[src/rtl/core_hazard_scoreboard.sv]
// Hazard unit: registered per-register scoreboard for long-latency writers,
// N-stage forwarding select, load-use/stall/flush generation and a stall watchdog.
module core_hazard_scoreboard #(
    parameter int NUM_REGS      = 32,
    parameter int REG_W         = $clog2(NUM_REGS),
    parameter int FWD_STAGES    = 2,
    parameter int NUM_UNITS     = 2,
    parameter int STALL_TIMEOUT = 1024,
    localparam int UNIT_W       = (NUM_UNITS > 1) ? $clog2(NUM_UNITS) : 1,
    localparam int SEL_W        = $clog2(FWD_STAGES + 1),
    localparam int CNT_W        = $clog2(NUM_REGS + 1)
) (
    input  logic                          i_clk,
    input  logic                          i_rst,
    input  logic                          i_id_valid,
    input  logic [REG_W-1:0]              i_id_rs1,
    input  logic [REG_W-1:0]              i_id_rs2,
    input  logic [REG_W-1:0]              i_id_rd,
    input  logic [REG_W-1:0]              i_ex_rs1,
    input  logic [REG_W-1:0]              i_ex_rs2,
    input  logic [REG_W-1:0]              i_ex_rd,
    input  logic                          i_ex_is_load,
    input  logic [FWD_STAGES*REG_W-1:0]   i_fwd_rd,
    input  logic [FWD_STAGES-1:0]         i_fwd_regwrite,
    input  logic                          i_issue_valid,
    input  logic [REG_W-1:0]              i_issue_rd,
    input  logic [UNIT_W-1:0]             i_issue_unit,
    input  logic [NUM_UNITS-1:0]          i_done,
    input  logic [NUM_UNITS*REG_W-1:0]    i_done_rd,
    input  logic                          i_ext_stall,
    input  logic                          i_redirect,
    output logic [SEL_W-1:0]              o_fwda,
    output logic [SEL_W-1:0]              o_fwdb,
    output logic                          o_stall_if,
    output logic                          o_stall_id,
    output logic                          o_stall_ex,
    output logic                          o_flush_id,
    output logic                          o_flush_ex,
    output logic [CNT_W-1:0]              o_pending_cnt,
    output logic                          o_stall_timeout
);

    localparam int WD_W = $clog2(STALL_TIMEOUT + 1);

    logic [NUM_REGS-1:0] r_pend;
    logic [UNIT_W-1:0]   r_own [NUM_REGS];
    logic [CNT_W-1:0]    r_pending_cnt;
    logic [WD_W-1:0]     r_wd_cnt;
    logic                r_stall_timeout;

    logic [NUM_REGS-1:0] w_clr;
    logic [NUM_REGS-1:0] w_busy;
    logic [NUM_REGS-1:0] w_pend_next;
    logic [CNT_W-1:0]    w_cnt_next;
    logic [WD_W-1:0]     w_wd_next;
    logic                w_issue;
    logic                w_sb_stall;
    logic                w_lu_stall;
    logic [SEL_W-1:0]    w_fwda;
    logic [SEL_W-1:0]    w_fwdb;
    logic                w_found_a;
    logic                w_found_b;

    assign w_issue = i_issue_valid && (i_issue_rd != '0);

    // A completion only counts when it comes from the unit that currently owns the register.
    always_comb begin
        w_clr = '0;
        for (int unsigned r = 1; r < NUM_REGS; r++) begin
            for (int unsigned k = 0; k < NUM_UNITS; k++) begin
                if (i_done[k] && (i_done_rd[k*REG_W +: REG_W] == REG_W'(r)) &&
                    r_pend[r] && (r_own[r] == UNIT_W'(k))) begin
                    w_clr[r] = 1'b1;
                end
            end
        end
    end

    always_comb begin
        w_busy    = r_pend & ~w_clr & {NUM_REGS{~i_rst}};
        w_busy[0] = 1'b0;
    end

    assign w_sb_stall = i_id_valid &&
                        (w_busy[i_id_rs1] || w_busy[i_id_rs2] || w_busy[i_id_rd]);
    assign w_lu_stall = i_ex_is_load && (i_ex_rd != '0) &&
                        ((i_ex_rd == i_id_rs1) || (i_ex_rd == i_id_rs2));

    // Youngest matching stage wins; the first hit in ascending order is kept.
    always_comb begin
        w_fwda    = '0;
        w_fwdb    = '0;
        w_found_a = 1'b0;
        w_found_b = 1'b0;
        for (int unsigned k = 0; k < FWD_STAGES; k++) begin
            if (!w_found_a && !i_rst && i_fwd_regwrite[k] && (i_ex_rs1 != '0) &&
                (i_fwd_rd[k*REG_W +: REG_W] == i_ex_rs1)) begin
                w_fwda    = SEL_W'(k + 1);
                w_found_a = 1'b1;
            end
            if (!w_found_b && !i_rst && i_fwd_regwrite[k] && (i_ex_rs2 != '0) &&
                (i_fwd_rd[k*REG_W +: REG_W] == i_ex_rs2)) begin
                w_fwdb    = SEL_W'(k + 1);
                w_found_b = 1'b1;
            end
        end
    end

    // Issue overrides a same-cycle clear; the count tracks the resulting pending set.
    always_comb begin
        w_pend_next = r_pend & ~w_clr;
        if (w_issue) begin
            w_pend_next[i_issue_rd] = 1'b1;
        end
        w_cnt_next = '0;
        for (int unsigned r = 0; r < NUM_REGS; r++) begin
            w_cnt_next = w_cnt_next + CNT_W'(w_pend_next[r]);
        end
    end

    always_comb begin
        if (!w_sb_stall) begin
            w_wd_next = '0;
        end else if (r_wd_cnt == WD_W'(STALL_TIMEOUT)) begin
            w_wd_next = r_wd_cnt;
        end else begin
            w_wd_next = r_wd_cnt + WD_W'(1);
        end
    end

    always_ff @(posedge i_clk) begin
        if (i_rst) begin
            r_pend          <= '0;
            for (int unsigned r = 0; r < NUM_REGS; r++) begin
                r_own[r] <= '0;
            end
            r_pending_cnt   <= '0;
            r_wd_cnt        <= '0;
            r_stall_timeout <= 1'b0;
        end else begin
            r_pend <= w_pend_next;
            if (w_issue) begin
                r_own[i_issue_rd] <= i_issue_unit;
            end
            r_pending_cnt   <= w_cnt_next;
            r_wd_cnt        <= w_wd_next;
            r_stall_timeout <= r_stall_timeout ||
                               (w_sb_stall && (w_wd_next == WD_W'(STALL_TIMEOUT)));
        end
    end

    assign o_fwda          = w_fwda;
    assign o_fwdb          = w_fwdb;
    assign o_stall_if      = w_sb_stall || w_lu_stall || i_ext_stall;
    assign o_stall_id      = w_sb_stall || w_lu_stall || i_ext_stall;
    assign o_stall_ex      = i_ext_stall;
    assign o_flush_id      = i_redirect;
    assign o_flush_ex      = i_redirect || ((w_sb_stall || w_lu_stall) && !i_ext_stall);
    assign o_pending_cnt   = r_pending_cnt;
    assign o_stall_timeout = r_stall_timeout;

endmodule
[config.mk]
export PLATFORM = sky130hd
export DESIGN_NAME = core_hazard_scoreboard
export DESIGN_NICKNAME = d
export VERILOG_FILES = /design/src/rtl/core_hazard_scoreboard.sv
export SDC_FILE = /design/constraint.sdc
export NUM_CORES = 1
export LEC_CHECK = 0
export BUFFER_PORTS_ARGS = -buffer_cell sky130_fd_sc_hd__buf_2
export CORE_ASPECT_RATIO = 1.1
export CORE_UTILIZATION = 55
export DETAILED_ROUTE_END_ITERATION = 7
export PLACE_DENSITY_LB_ADDON = 0.15
export SYNTH_ARGS = -nofsm -noshare
export SYNTH_HDL_FRONTEND = slang
export SYNTH_SLANG_ARGS = --single-unit
[constraint.sdc]
create_clock -name i_clk -period 7.75 [get_ports i_clk]
set_clock_uncertainty 0.1 [all_clocks]
set_input_delay 1.55 -clock i_clk [delete_from_list [all_inputs] [get_ports i_clk]]
set_output_delay 1.55 -clock i_clk [all_outputs]
set_load 0.03 [all_outputs]
==> run summary <==
Status - complete, no violations
Starting DRT DRC Count - 636
Post-detail-place hpwl - 15.0 mm
TritonCTS clock tree - yes
Largest family of logic cells by synthesized area - simple AND/OR/NAND/NOR gates
Type of the most critical hold path - register to register
Ports - 83
EDFF count, synth - 31
Most area-hungry cell type in the Yosys netlist - dfxtp_1
Most used cell along the critical path - fa_1
Yosys reg bits - 81
Drt first pass iters - 5
Sw Share - 30.0%
Synth Area in XOR/XNOR - 5.68%
MaxCap Viol Count - 0
Slew Viols, Final - 0
Multiplexer share of the synthesized area - 3.77%
Hold buffers post-CTS - 0
Post-route setup slack - 401 ps
Endpoints failing hold - 0
WL per Instance - 19.8 µm
Syn_nets - 866
RD Place Congestion - 0.970
Fin nets - 927
Comb pwr share - 19.7%
Worst Setup End Kind - register
Starting Density - 56.4%
Slew @ Worst Pin - 783 ps
DR DRC count - 0
Adder-Cell Fraction of Synth Area - 9.16%
Pwr dens - 149 mW/mm²
Minimum clock period - 7350 ps
Dpl ws - 217 ps
RSZ-0062 raised after global routing - false
Worst r2r src - r_own[13]
Fin Hold WS - 368 ps
CP peak stage delay - 710 ps
Most frequent cells in the layout - nor2_1, buf_2, nand2_1
FFs w/ async S/R, synth - 0%
Cell class contributing the biggest share of worst-path delay - adder cells
Period utilization - 94.8%
Worst skew pair latency - 350 ps
H-tree levels - 3
Ys Warns - 0
Ys flop type - dfxtp_1
Leading cell type in the layout, fill and taps excluded - nor2_1
Fillers - 1001
Sink Count - 81
Achievable Freq - 0.136 GHz
Layout area overhead - 12.3%
Gr ovfl total - 0
Total number of vias - 6274
First-pass GRT wire length - 30.5 mm
CTS resizes - 0
Worst-path cell chain - buf_2 > nand2_1 > o311ai_1 > and2_1 > fa_1 > fa_1 > inv_1 > fa_1 > fa_1 > inv_1 > fa_1 > inv_1 > fa_1 > ha_1 > inv_1 > fa_1 > inv_1 > a21o_1 > a21oi_1 > xor2_1 > nor2_1
Post-layout util - 63.3%
Top cell type's share of synthesized area - 15.5%
Post-synth cell types - 76
Worst r2r path cells - 19
Clock buffer depth - 2
Flop2flop setup slack - 1790 ps
Switch Pwr - 0.000325 W
Die Span X - 105 µm
Die area - 0.0122 mm²
Tot GR Track Use - 32.8%
Largest net degree at the start of global routing - 42
Max rail drop VDD - 0.124 mV
Post-CTS setup buffers - 0
Vias in the first global route - 5817
Seq/Total Area, Yosys - 29.8%
Crit path max-delay cell type - o311ai_1
Core box area - 0.0115 mm²
Slew headroom - 47.0%
Syn_area_per_cell - 8.46 µm²
Crit Path Class - input port to register
Clock slew at reported path FFs - 70 ps
Final ANT Viol Nets - 0
Port-buffer cells - 82
CTS buffer count - 9
Synth Area in Simple Gates - 32.1%
Worst path arrival time - 7460 ps
Hold path depth - 2
Via-to-Cell Ratio - 6.39
Overall Power - 0.00108 W
Worst path buffer plus inverter count - 6
Initial antenna violation count - 0
Row count - 41
Hold path start - o_stall_timeout
Synth top area cells - dfxtp_1, edfxtp_1, fa_1, nor2_1, nand2_1
CP Max Fanout - 24
Pint - 0.000758 W
Critical Path Source Type - input port
Clock network fraction of total power - 37.3%
Worst EP required - 7860 ps
Post-synthesis compound-gate area fraction - 13.7%
Leak - 2.85 nW
Layout cells sized above 1 - 18.0%
Setup violators final - 0
Synth Cell Area - 0.00648 mm²
Setup_tns - 0 ps
Synth Instances - 766
Worst r2r dst - o_pending_cnt[4]
Antenna diode instance count - 0
Clock Tree Root - clkbuf_16
Die height - 116 µm
Share of power burned in registers - 43.1%
Hold path endpoint - o_stall_timeout
WL final - 19.5 mm
[state kept, by name, indices dropped and copies added (netlist names)]
name             flops
r_wd_cnt            11
o_stall_timeout      1
o_pending_cnt        6
r_own               31
r_pend              32
[Yosys cell counts (12+ instances only)]
library cell,number
mux2i_1,12
fa_1,24
nor2_1,89
clkbuf_1,34
nand2_1,66
nand2b_1,31
inv_1,44
edfxtp_1,31
nor2b_1,15
xor2_1,16
o221ai_1,13
nand3_1,34
nor3_1,16
nand3b_1,19
dfxtp_1,50
a21oi_1,33
or3b_2,12
xnor2_1,26
[per-layer routing]
layer | up-vias | routed length [µm] | global-route usage, %
met5 | - | 0 | 0
li1 | 2865 | - | -
met2 | 367 | 9370 | 55.3
met4 | 0 | 857 | 16.5
met3 | 73 | 1720 | 6.19
met1 | 2969 | 7520 | 40.4
[cell families (layout without fill, tap and decap cells)]
| kind of cell | after synthesis | in the layout |
|---|---|---|
| compound gates | 121 | 121 |
| mux | 19 | 19 |
| buf+inv | 94 | 160 |
| flops | 81 | 81 |
| simple gates | 376 | 376 |
| xor+xnor | 42 | 42 |
| fa+ha+maj | 33 | 33 |
[worst register-to-register path, cell delays in order (launching register included)]
cell	delay [ps]
edfxtp_1	400
o311ai_1	720
and2_1	300
fa_1	460
fa_1	530
inv_1	50
fa_1	470
fa_1	560
inv_1	70
fa_1	540
inv_1	50
fa_1	490
ha_1	170
inv_1	50
fa_1	400
inv_1	70
a21o_1	100
a21oi_1	70
xor2_1	160
nor2_1	60
[per-stage QoR]
stage          std cells  instance area, µm²
4_1_cts              982                7270
6_report             982                7270
3_3_place_gp         966                7000
2_1_floorplan        766                6480
3_5_place_dp         966                7000
5_1_grt              982                7270
[power by group through the flow]
stage	sequential (W)	combinational [W]	clock [W]
floorplan	0.000478	0.000132	0
global placement	0.000474	0.000202	0
finish	0.000466	0.000213	0.000404
CTS	0.000466	0.000211	0.000409
global route	0.000467	0.000232	0.000426
detailed placement	0.000475	0.000209	0
[how the worst max path moves through the flow]
stage / from / end / slack [ps] / depth (start not counted)
after floorplan: i_done_rd[9] / o_pending_cnt[4] / 780 / 21
after global placement: i_done[1] / o_pending_cnt[4] / 330 / 23
after detailed placement: i_done_rd[3] / o_pending_cnt[4] / 220 / 21
after CTS: i_done_rd[3] / o_pending_cnt[4] / 520 / 21
after global routing: i_done_rd[3] / o_pending_cnt[4] / 100 / 21
final: i_done_rd[3] / o_pending_cnt[4] / 400 / 21
[layout make-up]
class | instances | area (µm²) | area share [%]
Inverter | 46 | 173 | 2.37
Tap cell | 150 | 188 | 2.58
Clock inverter | 7 | 51.3 | 0.705
Sequential cell | 81 | 1930 | 26.6
Timing Repair Buffer | 98 | 531 | 7.30
Clock buffer | 9 | 225 | 3.10
Multi-Input combinational cell | 591 | 4170 | 57.4
No activity file was read; power rests on OpenSTA's default activity.
